### src/rtl/uart_fifo_pkg.sv
// Shared types and constants for the UART FIFO scheduler.
package uart_fifo_pkg;

    localparam int unsigned FIFO_DEPTH_C = 256;
    localparam int unsigned RD_LATENCY_C = 2;

    typedef enum logic [1:0] {
        IDLE = 2'd0,
        WAIT = 2'd1,
        HOLD = 2'd2
    } rd_state_e;

endpackage

### src/rtl/uart_fifo_occ.sv
// Occupancy counter for the UART FIFO: host-full flag, write accept and fill-level interrupt.
module uart_fifo_occ #(
    parameter int unsigned FIFO_DEPTH = 256,
    parameter int unsigned CNT_WIDTH  = 9,
    parameter int unsigned THR_WIDTH  = 8
) (
    input  logic                 CLK,
    input  logic                 RESET_N,
    input  logic                 host_we,
    input  logic                 fifo_full,
    input  logic                 rd_issue,
    input  logic [THR_WIDTH-1:0] thresh,
    output logic [CNT_WIDTH-1:0] count,
    output logic                 thresh_irq,
    output logic                 host_full_c,
    output logic                 wr_accept_c
);

    logic [CNT_WIDTH-1:0] count_next;

    assign host_full_c = (count == CNT_WIDTH'(FIFO_DEPTH)) | fifo_full;
    assign wr_accept_c = host_we & ~host_full_c;

    // A write and a read issue in the same cycle cancel out.
    always_comb begin
        count_next = count;
        if (wr_accept_c && !rd_issue) begin
            count_next = count + CNT_WIDTH'(1);
        end else if (!wr_accept_c && rd_issue) begin
            count_next = count - CNT_WIDTH'(1);
        end
    end

    always_ff @(posedge CLK) begin
        if (!RESET_N) begin
            count      <= '0;
            thresh_irq <= 1'b0;
        end else begin
            count      <= count_next;
            thresh_irq <= (thresh != '0) && (count_next >= CNT_WIDTH'(thresh));
        end
    end

endmodule

### src/rtl/uart_fifo_sched.sv
// UART FIFO scheduler: host write strobes, one-outstanding read sequencing and
// valid/ready hand-off of FIFO bytes to the transmitter.
module uart_fifo_sched
    import uart_fifo_pkg::*;
#(
    parameter int unsigned DATA_WIDTH = 8,
    parameter int unsigned FIFO_DEPTH = FIFO_DEPTH_C,
    parameter int unsigned CNT_WIDTH  = 9,
    parameter int unsigned RD_LATENCY = RD_LATENCY_C
) (
    input  logic                  CLK,
    input  logic                  RESET_N,
    input  logic                  HOST_WE,
    input  logic [DATA_WIDTH-1:0] HOST_DATA,
    output logic                  HOST_FULL,
    output logic                  OVERFLOW,
    input  logic                  CLR_OVF,
    input  logic [DATA_WIDTH-1:0] THRESH,
    output logic                  THRESH_IRQ,
    output logic [CNT_WIDTH-1:0]  COUNT,
    output logic                  FIFO_WRB,
    output logic [DATA_WIDTH-1:0] FIFO_DI,
    output logic                  FIFO_RDB,
    input  logic [DATA_WIDTH-1:0] FIFO_DO,
    input  logic                  FIFO_EMPTY,
    input  logic                  FIFO_FULL,
    output logic [DATA_WIDTH-1:0] TX_DATA,
    output logic                  TX_VALID,
    input  logic                  TX_READY
);

    localparam int unsigned LAT_W = (RD_LATENCY > 1) ? $clog2(RD_LATENCY) : 1;

    rd_state_e        state;
    rd_state_e        state_next;
    logic [LAT_W-1:0] lat_cnt;
    logic             wr_accept_c;
    logic             rd_ok_c;
    logic             lat_done_c;
    logic             rd_issue_c;
    logic             capture_c;
    logic             tx_ack_c;

    uart_fifo_occ #(
        .FIFO_DEPTH (FIFO_DEPTH),
        .CNT_WIDTH  (CNT_WIDTH),
        .THR_WIDTH  (DATA_WIDTH)
    ) u_occ (
        .CLK         (CLK),
        .RESET_N     (RESET_N),
        .host_we     (HOST_WE),
        .fifo_full   (FIFO_FULL),
        .rd_issue    (rd_issue_c),
        .thresh      (THRESH),
        .count       (COUNT),
        .thresh_irq  (THRESH_IRQ),
        .host_full_c (HOST_FULL),
        .wr_accept_c (wr_accept_c)
    );

    // The FIFO empty flag lags writes, so the controller's own count must agree.
    assign rd_ok_c    = (COUNT != '0) & ~FIFO_EMPTY;
    assign lat_done_c = (lat_cnt == LAT_W'(RD_LATENCY - 1));

    always_ff @(posedge CLK) begin
        if (!RESET_N) begin
            state <= IDLE;
        end else begin
            state <= state_next;
        end
    end

    always_comb begin
        state_next = state;
        unique case (state)
            IDLE:    if (rd_ok_c) state_next = WAIT;
            WAIT:    if (lat_done_c) state_next = HOLD;
            HOLD:    if (TX_READY) state_next = rd_ok_c ? WAIT : IDLE;
            default: state_next = IDLE;
        endcase
    end

    always_comb begin
        rd_issue_c = 1'b0;
        capture_c  = 1'b0;
        tx_ack_c   = 1'b0;
        unique case (state)
            IDLE: rd_issue_c = rd_ok_c;
            WAIT: capture_c  = lat_done_c;
            HOLD: begin
                tx_ack_c   = TX_READY;
                rd_issue_c = TX_READY & rd_ok_c;
            end
            default: ;
        endcase
    end

    // Strobes, data capture, latency counter and sticky overflow.
    always_ff @(posedge CLK) begin
        if (!RESET_N) begin
            FIFO_WRB <= 1'b1;
            FIFO_DI  <= '0;
            FIFO_RDB <= 1'b1;
            TX_DATA  <= '0;
            TX_VALID <= 1'b0;
            OVERFLOW <= 1'b0;
            lat_cnt  <= '0;
        end else begin
            FIFO_WRB <= ~wr_accept_c;
            if (wr_accept_c) begin
                FIFO_DI <= HOST_DATA;
            end
            FIFO_RDB <= ~rd_issue_c;
            if (HOST_WE && HOST_FULL) begin
                OVERFLOW <= 1'b1;
            end else if (CLR_OVF) begin
                OVERFLOW <= 1'b0;
            end
            lat_cnt <= (state == WAIT && !lat_done_c) ? lat_cnt + LAT_W'(1) : '0;
            if (capture_c) begin
                TX_DATA  <= FIFO_DO;
                TX_VALID <= 1'b1;
            end else if (tx_ack_c) begin
                TX_VALID <= 1'b0;
            end
        end
    end

endmodule

### config.mk
export PLATFORM = sky130hd
export DESIGN_NAME = uart_fifo_sched
export DESIGN_NICKNAME = d
export VERILOG_FILES = /design/src/rtl/uart_fifo_pkg.sv /design/src/rtl/uart_fifo_occ.sv /design/src/rtl/uart_fifo_sched.sv
export SDC_FILE = /design/constraint.sdc
export NUM_CORES = 1
export LEC_CHECK = 0
export ABC_AREA = 0
export CORE_MARGIN = 4
export CORE_UTILIZATION = 40
export DETAILED_ROUTE_END_ITERATION = 12
export PLACE_DENSITY = 0.73
export SLEW_MARGIN = 40
export SYNTH_ARGS = -nofsm -noshare
export SYNTH_HDL_FRONTEND = slang
export SYNTH_HIERARCHICAL = 1
export SYNTH_SLANG_ARGS = --single-unit
### constraint.sdc
create_clock -name CLK -period 6.3 [get_ports CLK]
set_input_delay 1.26 -clock CLK [delete_from_list [all_inputs] [get_ports CLK]]
set_output_delay 1.26 -clock CLK [all_outputs]
set_load 0.01 [all_outputs]
==> results.sh, run 1 <==
export IMPL_status="completed"
export IMPL_fmax_mhz=231
export IMPL_vias_per_cell=5.13
export IMPL_drive_gt1_frac=0.0806
export IMPL_cts_sinks=33
export IMPL_intPower_uw=629
export IMPL_start_kind="primary input"
export IMPL_vdd_drop_max_mv=0.242
export IMPL_slew_headroom=0.604
export IMPL_cts_resized=0
export IMPL_worstSetupPathType="primary input to register"
export IMPL_die_w_um=73.7
export IMPL_swShare=0.370
export IMPL_clock_path_buffers=2
export IMPL_slew_viol_final=0
export IMPL_clock_latency_ns=0.28
export IMPL_pin_count=62
export IMPL_wl_per_cell_um=13.8
export IMPL_syn_inst=184
export IMPL_grt_start_max_net_pins=20
export IMPL_place_area_um2=2370
export IMPL_ys_types=49
export IMPL_synthArstFlopShare=0
export IMPL_critPathRequiredTime_ns=6.47
export IMPL_gp_congestion=0.781
export IMPL_syn_avg_cell_area_um2=9.38
export IMPL_portBuffers=61
export IMPL_holdCritPathClass="register to register"
export IMPL_synth_edff_count=0
export IMPL_grt_pass1_wl_um=6800
export IMPL_htreeDepth=2
export IMPL_antenna_found_initial=0
export IMPL_dp_worst_setup_slack_ns=1.72
export IMPL_start_util=0.422
export IMPL_die_area_um2=5430
export IMPL_postCtsSetupRepairBufs=0
export IMPL_fin_ws_ns=1.97
export IMPL_switching_power_uw=370
export IMPL_power_share_clock=0.206
export IMPL_vias=1528
export IMPL_leakagePower_nw=1.06
export IMPL_pwr_share_seq=0.313
export IMPL_ys_ff_latch=33
export IMPL_track_usage=0.165
export IMPL_clock_skew_ns=0.00371
export IMPL_first_global_vias=1483
export IMPL_synth_top_flop_cell="dfxtp_1"
export IMPL_setup_violations_final=0
export IMPL_syn_nets=225
export IMPL_tightest_slew_ns=0.595
export IMPL_synth_seq_area_share=0.383
export IMPL_comb_power_share=0.481
export IMPL_finalHoldViolations=0
export IMPL_diodes=0
export IMPL_final_util=0.609
export IMPL_end_kind="register"
export IMPL_setup_tns_ns=0
export IMPL_maxCapViolations=0
export IMPL_drc=0
export IMPL_ant_nets=0
export IMPL_cts_tree="built"
export IMPL_cts_buffers_inserted=5
export IMPL_syn_area_um2=1730
export IMPL_first_iter_violations=135
export IMPL_fin_area_um2=2490
export IMPL_p_per_area_nw_per_um2=401
export IMPL_fp_row_count=23
export IMPL_dpl_hpwl_um=3020
export IMPL_core_area_um2=4090
export IMPL_grt_setup_unrepaired="false"
export IMPL_totalWireLength_um=4120
export IMPL_grt_overflow_total=0
export IMPL_cts_root_buf="clkbuf_8"
export IMPL_path_clk_slew_ns=0.07
export IMPL_hold_buffers=0
export IMPL_cp_max_fo=8
export IMPL_area_growth_pct=44.3
export IMPL_cp_data_arrival_time_ns=4.50
export IMPL_fp_dieH_um=73.7
export IMPL_fin_crit_ns=4.33
export IMPL_nets=288
export IMPL_fin_crit_sh=0.687
export IMPL_first_pass_iters=4
export IMPL_ys_warn_count=6
-- layout make-up --
cell class | instances | area (um2)
tap | 50 | 62.6
multi-input combinational | 134 | 995
clock inverter | 1 | 30.0
clock buffer | 7 | 86.3
sequential | 33 | 661
timing repair buffer | 61 | 611
fill | 353 | 1600
inverter | 12 | 45.0
-- metrics by stage --
step,std cells,total power [mW],hold slack [ns]
6_report,298,0.999,0.465
5_1_grt,298,1.08,0.488
4_1_cts,298,1.01,0.470
3_5_place_dp,290,0.792,0.459
3_3_place_gp,290,0.780,0.457
2_1_floorplan,184,0.629,0.462
-- sequential cells by signal, summed over array words and instances (netlist names) --
name	count
u_occ/count	9
FIFO_DI	8
TX_DATA	8
state	2
FIFO_RDB	1
FIFO_WRB	1
OVERFLOW	1
TX_VALID	1
lat_cnt	1
u_occ/thresh_irq	1
-- placed cells by master, fill, tap and decap left out, types with 2 or more instances in the layout --
| master | count |
|---|---|
| a21oi_1 | 9 |
| and2_1 | 8 |
| and2b_2 | 2 |
| clkbuf_8 | 6 |
| clkdlybuf4s50_1 | 61 |
| dfxtp_1 | 33 |
| ha_1 | 10 |
| inv_1 | 11 |
| mux2i_1 | 17 |
| nand2_1 | 10 |
| nand2b_1 | 3 |
| nand3_1 | 3 |
| nand3b_1 | 2 |
| nand4_1 | 3 |
| nor2_1 | 21 |
| nor2b_1 | 2 |
| nor4_1 | 2 |
| o21ai_0 | 5 |
| or2_2 | 2 |
| or4_1 | 3 |
| xnor2_1 | 3 |
| xor2_1 | 5 |
-- final timing paths --
kind                                      from                to  slack, ns  depth (start not counted)
worst max register to register  u_occ/count[5]  u_occ/thresh_irq       3.12                         12
worst max-delay path                  TX_READY  u_occ/thresh_irq       1.97                         13
worst min-delay path                  OVERFLOW          OVERFLOW       0.47                          2
worst min register to register        OVERFLOW          OVERFLOW       0.47                          2
-- cells by family (layout without fill, tap and decap cells) --
kind of cell / count (synthesis) / after routing / share of synthesized area
AOI/OAI and AO/OA: 28 / 28 / 0.115
xor gates and xnor gates: 8 / 8 / 0.0406
adders and majority gates: 11 / 11 / 0.0790
buffers and inverters: 17 / 81 / 0.0457
DFF: 33 / 33 / 0.383
muxes: 17 / 17 / 0.0986
and+or+nand+nor: 70 / 70 / 0.239
-- synthesized netlist by cell type (2+ instances only) --
library cell,instances,share of area
dfxtp_1,33,0.38
nor2_1,21,0.046
mux2i_1,17,0.099
inv_1,11,0.024
ha_1,10,0.073
nand2_1,10,0.022
a21oi_1,9,0.026
and2_1,8,0.029
o21ai_0,5,0.015
xor2_1,5,0.025
nand2b_1,3,0.011
nand3_1,3,0.0087
nand4_1,3,0.011
or4_1,3,0.013
xnor2_1,3,0.015
and2b_2,2,0.010
buf_2,2,0.0058
nand3b_1,2,0.0087
nor2b_1,2,0.0073
nor4_1,2,0.0073
or2_2,2,0.0073
-- layer usage --
| layer | part of all wire | track usage |
|---|---|---|
| met1 | 0.43 | 0.212 |
| met2 | 0.48 | 0.261 |
| met3 | 0.070 | 0.0438 |
| met4 | 0.017 | 0.0664 |
| met5 | 0 | 0 |
-- power groups by stage --
stage | Sequential [mW] | Combinational [mW] | Clock (mW)
6_report | 0.313 | 0.480 | 0.206
5_1_grt | 0.322 | 0.539 | 0.220
4_1_cts | 0.313 | 0.481 | 0.212
3_5_place_dp | 0.315 | 0.476 | 0
3_3_place_gp | 0.315 | 0.465 | 0
2_1_floorplan | 0.317 | 0.312 | 0
-- worst max-delay path, stage by stage --
cell and delay (ns):
clkdlybuf4s50_1 0.48, inv_1 0.06, a211oi_1 0.36, and2_1 0.36, nand3b_1 0.20, or4_1 0.44
o22ai_1 0.17, xor2_1 0.22, ha_1 0.29, a21oi_1 0.12, o21ai_0 0.09, o21a_1 0.17
o311a_1 0.28
Power figures use the tool's default switching activity.
==> inputs of run 2 (changes only) <==
==> constraint.sdc (replaced) <==
create_clock -name CLK -period 4.2 [get_ports CLK]
set_input_delay 0.84 -clock CLK [delete_from_list [all_inputs] [get_ports CLK]]
set_output_delay 0.84 -clock CLK [all_outputs]
set_load 0.01 [all_outputs]
==> run 2 against run 1 <==
Worst setup slack got worse by 1.5 ns. Clock skew increased by 0.0030 ns. Sequential share of layout area increased by 0.094 points. Sequential power increased by 50%. Critical path type unchanged. Clock power increased by 28%.
==> results.sh, run 2 (synthesis gave the netlist of run 1 again) <==
export IMPL_comb_power_share=0.498
export IMPL_fin_ws_ns=0.521
export IMPL_vias=1525
export IMPL_p_per_area_nw_per_um2=587
export IMPL_first_pass_iters=7
export IMPL_r2r_cells=13
export IMPL_top_register="u_occ/count"
export IMPL_reg2reg_slack_ns=1.02
export IMPL_grt_overflow_total=0
export IMPL_holdCritPathClass="register to register"
export IMPL_power_share_clock=0.181
export IMPL_slew_viol_final=0
export IMPL_finalHoldViolations=0
export IMPL_dpl_hpwl_um=3080
export IMPL_pwr_share_seq=0.321
export IMPL_final_util=0.607
export IMPL_hold_end="OVERFLOW"
export IMPL_clock_path_buffers=2
export IMPL_cp_data_arrival_time_ns=3.86
export IMPL_fin_crit_sh=0.876
export IMPL_totalWireLength_um=4120
export IMPL_maxCapViolations=0
export IMPL_end_kind="register"
export IMPL_leakagePower_nw=1.06
export IMPL_wl_per_cell_um=13.7
export IMPL_setup_violations_final=0
export IMPL_fp_dieH_um=73.7
export IMPL_antenna_found_initial=0
export IMPL_slew_headroom=0.635
export IMPL_r2r_end="u_occ/thresh_irq"
export IMPL_vdd_drop_max_mv=0.338
export IMPL_worst_path_max_delay_cell="clkdlybuf4s50_1"
export IMPL_cts_buffers_inserted=5
export IMPL_whs_path_depth=2
export IMPL_nets=290
export IMPL_path_clk_slew_ns=0.07
export IMPL_largest_reg_flops=9
export IMPL_clock_latency_ns=0.29
export IMPL_hold_buffers=0
export IMPL_tightest_slew_ns=0.545
export IMPL_fmax_mhz=272
export IMPL_intPower_uw=907
export IMPL_status="completed"
export IMPL_cts_sinks=33
export IMPL_slowest_delay_ns=0.48
export IMPL_drc=0
export IMPL_hp_start="OVERFLOW"
export IMPL_final_cell_mix="61 x clkdlybuf4s50_1, 33 x dfxtp_1, 21 x nor2_1, 17 x mux2i_1, 11 x inv_1"
export IMPL_die_w_um=73.7
export IMPL_drive_gt1_frac=0.0920
export IMPL_cts_root_buf="clkbuf_8"
export IMPL_grt_setup_unrepaired="false"
export IMPL_die_area_um2=5430
export IMPL_track_usage=0.158
export IMPL_swShare=0.377
export IMPL_start_util=0.422
export IMPL_worstSetupPathType="primary input to register"
export IMPL_diodes=0
export IMPL_r2r_start="u_occ/count[4]"
export IMPL_largestRegisters="u_occ/count: 9 flops, FIFO_DI: 8 flops, TX_DATA: 8 flops"
export IMPL_final_common_cell="clkdlybuf4s50_1"
export IMPL_postCtsSetupRepairBufs=0
export IMPL_area_growth_pct=43.8
export IMPL_htreeDepth=2
export IMPL_path_cells="clkdlybuf4s50_1 -> inv_1 -> a211oi_1 -> and2_1 -> nand3b_1 -> or4_1 -> o22ai_1 -> xor2_1 -> ha_1 -> a21oi_1 -> o21ai_0 -> o21a_1 -> o311a_1"
export IMPL_cts_resized=0
export IMPL_first_global_vias=1405
export IMPL_start_kind="primary input"
export IMPL_ant_nets=0
export IMPL_fin_crit_ns=3.68
export IMPL_vias_per_cell=5.08
export IMPL_clock_skew_ns=0.00674
export IMPL_gp_congestion=0.788
export IMPL_grt_pass1_wl_um=6420
export IMPL_cp_max_fo=4
export IMPL_setup_tns_ns=0
export IMPL_first_iter_violations=43
export IMPL_grt_start_max_net_pins=20
export IMPL_core_area_um2=4090
export IMPL_critPathRequiredTime_ns=4.38
export IMPL_fp_row_count=23
export IMPL_pin_count=62
export IMPL_switching_power_uw=549
export IMPL_dp_worst_setup_slack_ns=0.240
export IMPL_cts_tree="built"
export IMPL_portBuffers=61
-- run 2: cell count changes in the layout (fill, tap and decap cells not counted), sizes merged --
cell and delta:
bufinv -1, buf +2, clkinv +1
-- run 2: power by group through the flow --
stage,Clock (mW),Sequential (mW),Combinational [mW]
finish,0.264,0.468,0.724
floorplan,0,0.475,0.469
global route,0.291,0.480,0.813
CTS,0.275,0.467,0.726
global placement,0,0.471,0.711
detailed placement,0,0.473,0.720
-- run 2: cell type report --
class / count / area [um2]
Clock buffer: 7 / 96.3
Clock inverter: 1 / 5.00
Fill cell: 389 / 1610
Inverter: 12 / 45.0
Multi-Input combinational cell: 134 / 986
Sequential cell: 33 / 661
Tap cell: 50 / 62.6
Timing Repair Buffer: 63 / 626
-- run 2: routing by layer --
| layer | vias to the layer above | part of all wire | global-route usage |
|---|---|---|---|
| met2 | 36 | 0.47 | 0.235 |
| met4 | 0 | 0.027 | 0.0805 |
| li1 | 780 | - | - |
| met5 | - | 0 | 0 |
| met3 | 10 | 0.048 | 0.0506 |
| met1 | 699 | 0.45 | 0.202 |
-- run 2: worst max path at each step --
stage,from,endpoint,slack [ns],cells after the start
final,TX_READY,u_occ/thresh_irq,0.52,13
after CTS,TX_READY,u_occ/thresh_irq,0.54,13
after detailed placement,TX_READY,u_occ/thresh_irq,0.24,13
after global placement,TX_READY,u_occ/thresh_irq,0.27,13
after global routing,TX_READY,u_occ/thresh_irq,0.23,14
after floorplan,TX_READY,u_occ/thresh_irq,0.87,13
-- run 2: per-stage QoR --
stage                     std cells  cell area (um2)  total power, mW  hold slack [ns]
after global placement          292             2380             1.18            0.457
final                           300             2480             1.46            0.482
after floorplan                 184             1730            0.944            0.462
after global routing            300             2480             1.58            0.521
after CTS                       300             2480             1.47            0.493
after detailed placement        292             2380             1.19            0.483
-- run 2: critical path, delay by kind of cell --
family	cells	cell delay, ns
AO/OA/AOI/OAI	6	1.21
adder cells (fa/ha/maj)	1	0.29
buffers and inverters	2	0.53
XOR/XNOR	1	0.22
AND/OR/NAND/NOR	3	0.77
==> inputs of run 3 (changes only) <==
--- a/config.mk
+++ b/config.mk
@@ -6,7 +6,6 @@
 export NUM_CORES = 1
 export LEC_CHECK = 0
 export ABC_AREA = 0
-export CORE_MARGIN = 4
 export CORE_UTILIZATION = 40
 export DETAILED_ROUTE_END_ITERATION = 12
 export PLACE_DENSITY = 0.73
==> run 3 against run 2 <==
Sequential power about the same. Clock power up 19%. Highest routed layer unchanged. Worst setup slack worse by 0.013 ns. Wire length down 2.8%. Largest power group unchanged. Die area down 16%. Total power up 3.6%.
==> results.sh, run 3 (synthesis gave the netlist of run 1 again) <==
export IMPL_status="completed"
export IMPL_grt_pass1_wl_um=6350
export IMPL_maxCapViolations=0
export IMPL_totalWireLength_um=4000
export IMPL_start_util=0.425
export IMPL_ant_nets=0
export IMPL_track_usage=0.192
export IMPL_setup_tns_ns=0
export IMPL_clock_path_buffers=2
export IMPL_final_cell_mix="61 x clkdlybuf4s50_1, 33 x dfxtp_1, 21 x nor2_1, 17 x mux2i_1, 11 x inv_1"
export IMPL_postCtsSetupRepairBufs=0
export IMPL_leakagePower_nw=1.07
export IMPL_fmax_mhz=271
export IMPL_fp_row_count=23
export IMPL_first_global_vias=1367
export IMPL_top_register="u_occ/count"
export IMPL_nets=290
export IMPL_holdCritPathClass="register to register"
export IMPL_fin_crit_ns=3.69
export IMPL_wl_per_cell_um=13.3
export IMPL_fp_dieH_um=67.7
export IMPL_antenna_found_initial=0
export IMPL_p_total_mw=1.51
export IMPL_vias_per_cell=5.03
export IMPL_die_area_um2=4580
export IMPL_drive_gt1_frac=0.0880
export IMPL_cp_max_fo=7
export IMPL_vdd_drop_max_mv=0.280
export IMPL_core_area_um2=4060
export IMPL_grt_setup_unrepaired="false"
export IMPL_end_kind="register"
export IMPL_grt_start_max_net_pins=20
export IMPL_fin_cells=300
export IMPL_worst_path_max_delay_cell="clkdlybuf4s50_1"
export IMPL_multi_input_area_um2=986
export IMPL_tightest_slew_ns=0.537
export IMPL_cts_tree="built"
export IMPL_gp_congestion=0.803
export IMPL_cts_buffers_inserted=5
export IMPL_fillers=362
export IMPL_slowest_delay_ns=0.48
export IMPL_first_iter_violations=58
export IMPL_portBuffers=61
export IMPL_worstSetupPathType="primary input to register"
export IMPL_cp_data_arrival_time_ns=3.87
export IMPL_dpl_hpwl_um=2920
export IMPL_start_kind="primary input"
export IMPL_slew_headroom=0.641
export IMPL_cts_resized=0
export IMPL_first_pass_iters=4
export IMPL_p_per_area_nw_per_um2=604
export IMPL_fin_crit_sh=0.879
export IMPL_drc=0
export IMPL_finalHoldViolations=0
export IMPL_final_seq_area_um2=661
export IMPL_slew_viol_final=0
export IMPL_grt_overflow_total=0
export IMPL_place_inst=292
export IMPL_hold_buffers=0
export IMPL_pin_count=62
export IMPL_largest_reg_flops=9
export IMPL_die_w_um=67.7
export IMPL_vias=1508
export IMPL_critPathRequiredTime_ns=4.38
export IMPL_cts_sinks=33
export IMPL_path_clk_slew_ns=0.07
export IMPL_diodes=0
export IMPL_setup_violations_final=0
export IMPL_htreeDepth=2
export IMPL_cts_root_buf="clkbuf_8"
export IMPL_clock_latency_ns=0.29
export IMPL_largestRegisters="u_occ/count: 9 flops, FIFO_DI: 8 flops, TX_DATA: 8 flops"
export IMPL_path_cells="clkdlybuf4s50_1 -> inv_1 -> a211oi_1 -> and2_1 -> buf_4 -> nor4b_1 -> nand2_1 -> o21ai_0 -> xor2_1 -> ha_1 -> nand4_1 -> a21oi_1 -> o21a_1 -> o311a_1"
export IMPL_clock_skew_ns=0.00732
export IMPL_final_common_cell="clkdlybuf4s50_1"
export IMPL_area_growth_pct=44.7
==> run 3: cell types whose count changed in the layout (fill, tap and decap cells not counted) <==
cell,delta
clkbuf_1,+1
bufinv_16,+1
clkinv_2,-1
clkbuf_8,-1
==> run 3: cell type report <==
class | count | area share
inverter | 12 | 0.0180
timing repair buffer | 63 | 0.251
clock buffer | 7 | 0.0346
multi-input combinational | 134 | 0.395
sequential | 33 | 0.265
clock inverter | 1 | 0.0120
tap | 50 | 0.0251
==> run 3: path summary, 6_finish.rpt <==
check                               startpoint          endpoint  slack (ns)  cells past startpoint
worst min register to register        OVERFLOW          OVERFLOW        0.47                      2
worst min-delay path                  OVERFLOW          OVERFLOW        0.47                      2
worst max register to register  u_occ/count[4]  u_occ/thresh_irq        1.05                     13
worst max-delay path                  TX_READY  u_occ/thresh_irq        0.51                     14
==> run 3: report_power, final <==
part / switching [mW] / internal (mW)
registers: 0.0922 / 0.375
clock network: 0.120 / 0.193
logic: 0.343 / 0.385
==> run 3: metrics by stage <==
step,hold slack [ns],utilization,worst slack [ns],area (um2)
4_1_cts,0.472,0.615,0.530,2500
2_1_floorplan,0.462,-,0.866,1730
6_report,0.467,0.615,0.509,2500
3_5_place_dp,0.459,0.586,0.253,2380
5_1_grt,0.500,0.615,0.275,2500
3_3_place_gp,0.458,0.586,0.284,2380
==> run 3: worst max-delay path: cells and delay by family <==
family | cells | cell delay, ns
simple gates | 4 | 0.76
buf+inv | 3 | 0.68
compound gates | 5 | 1.09
xor+xnor | 1 | 0.22
fa+ha+maj | 1 | 0.27
==> run 3: routing by layer <==
| metal | global-route usage | part of all wire | vias to the layer above |
|---|---|---|---|
| li1 | - | - | 781 |
| met1 | 0.247 | 0.47 | 682 |
| met2 | 0.281 | 0.46 | 34 |
| met3 | 0.0608 | 0.043 | 11 |
| met4 | 0.101 | 0.029 | 0 |
| met5 | 0 | 0 | - |
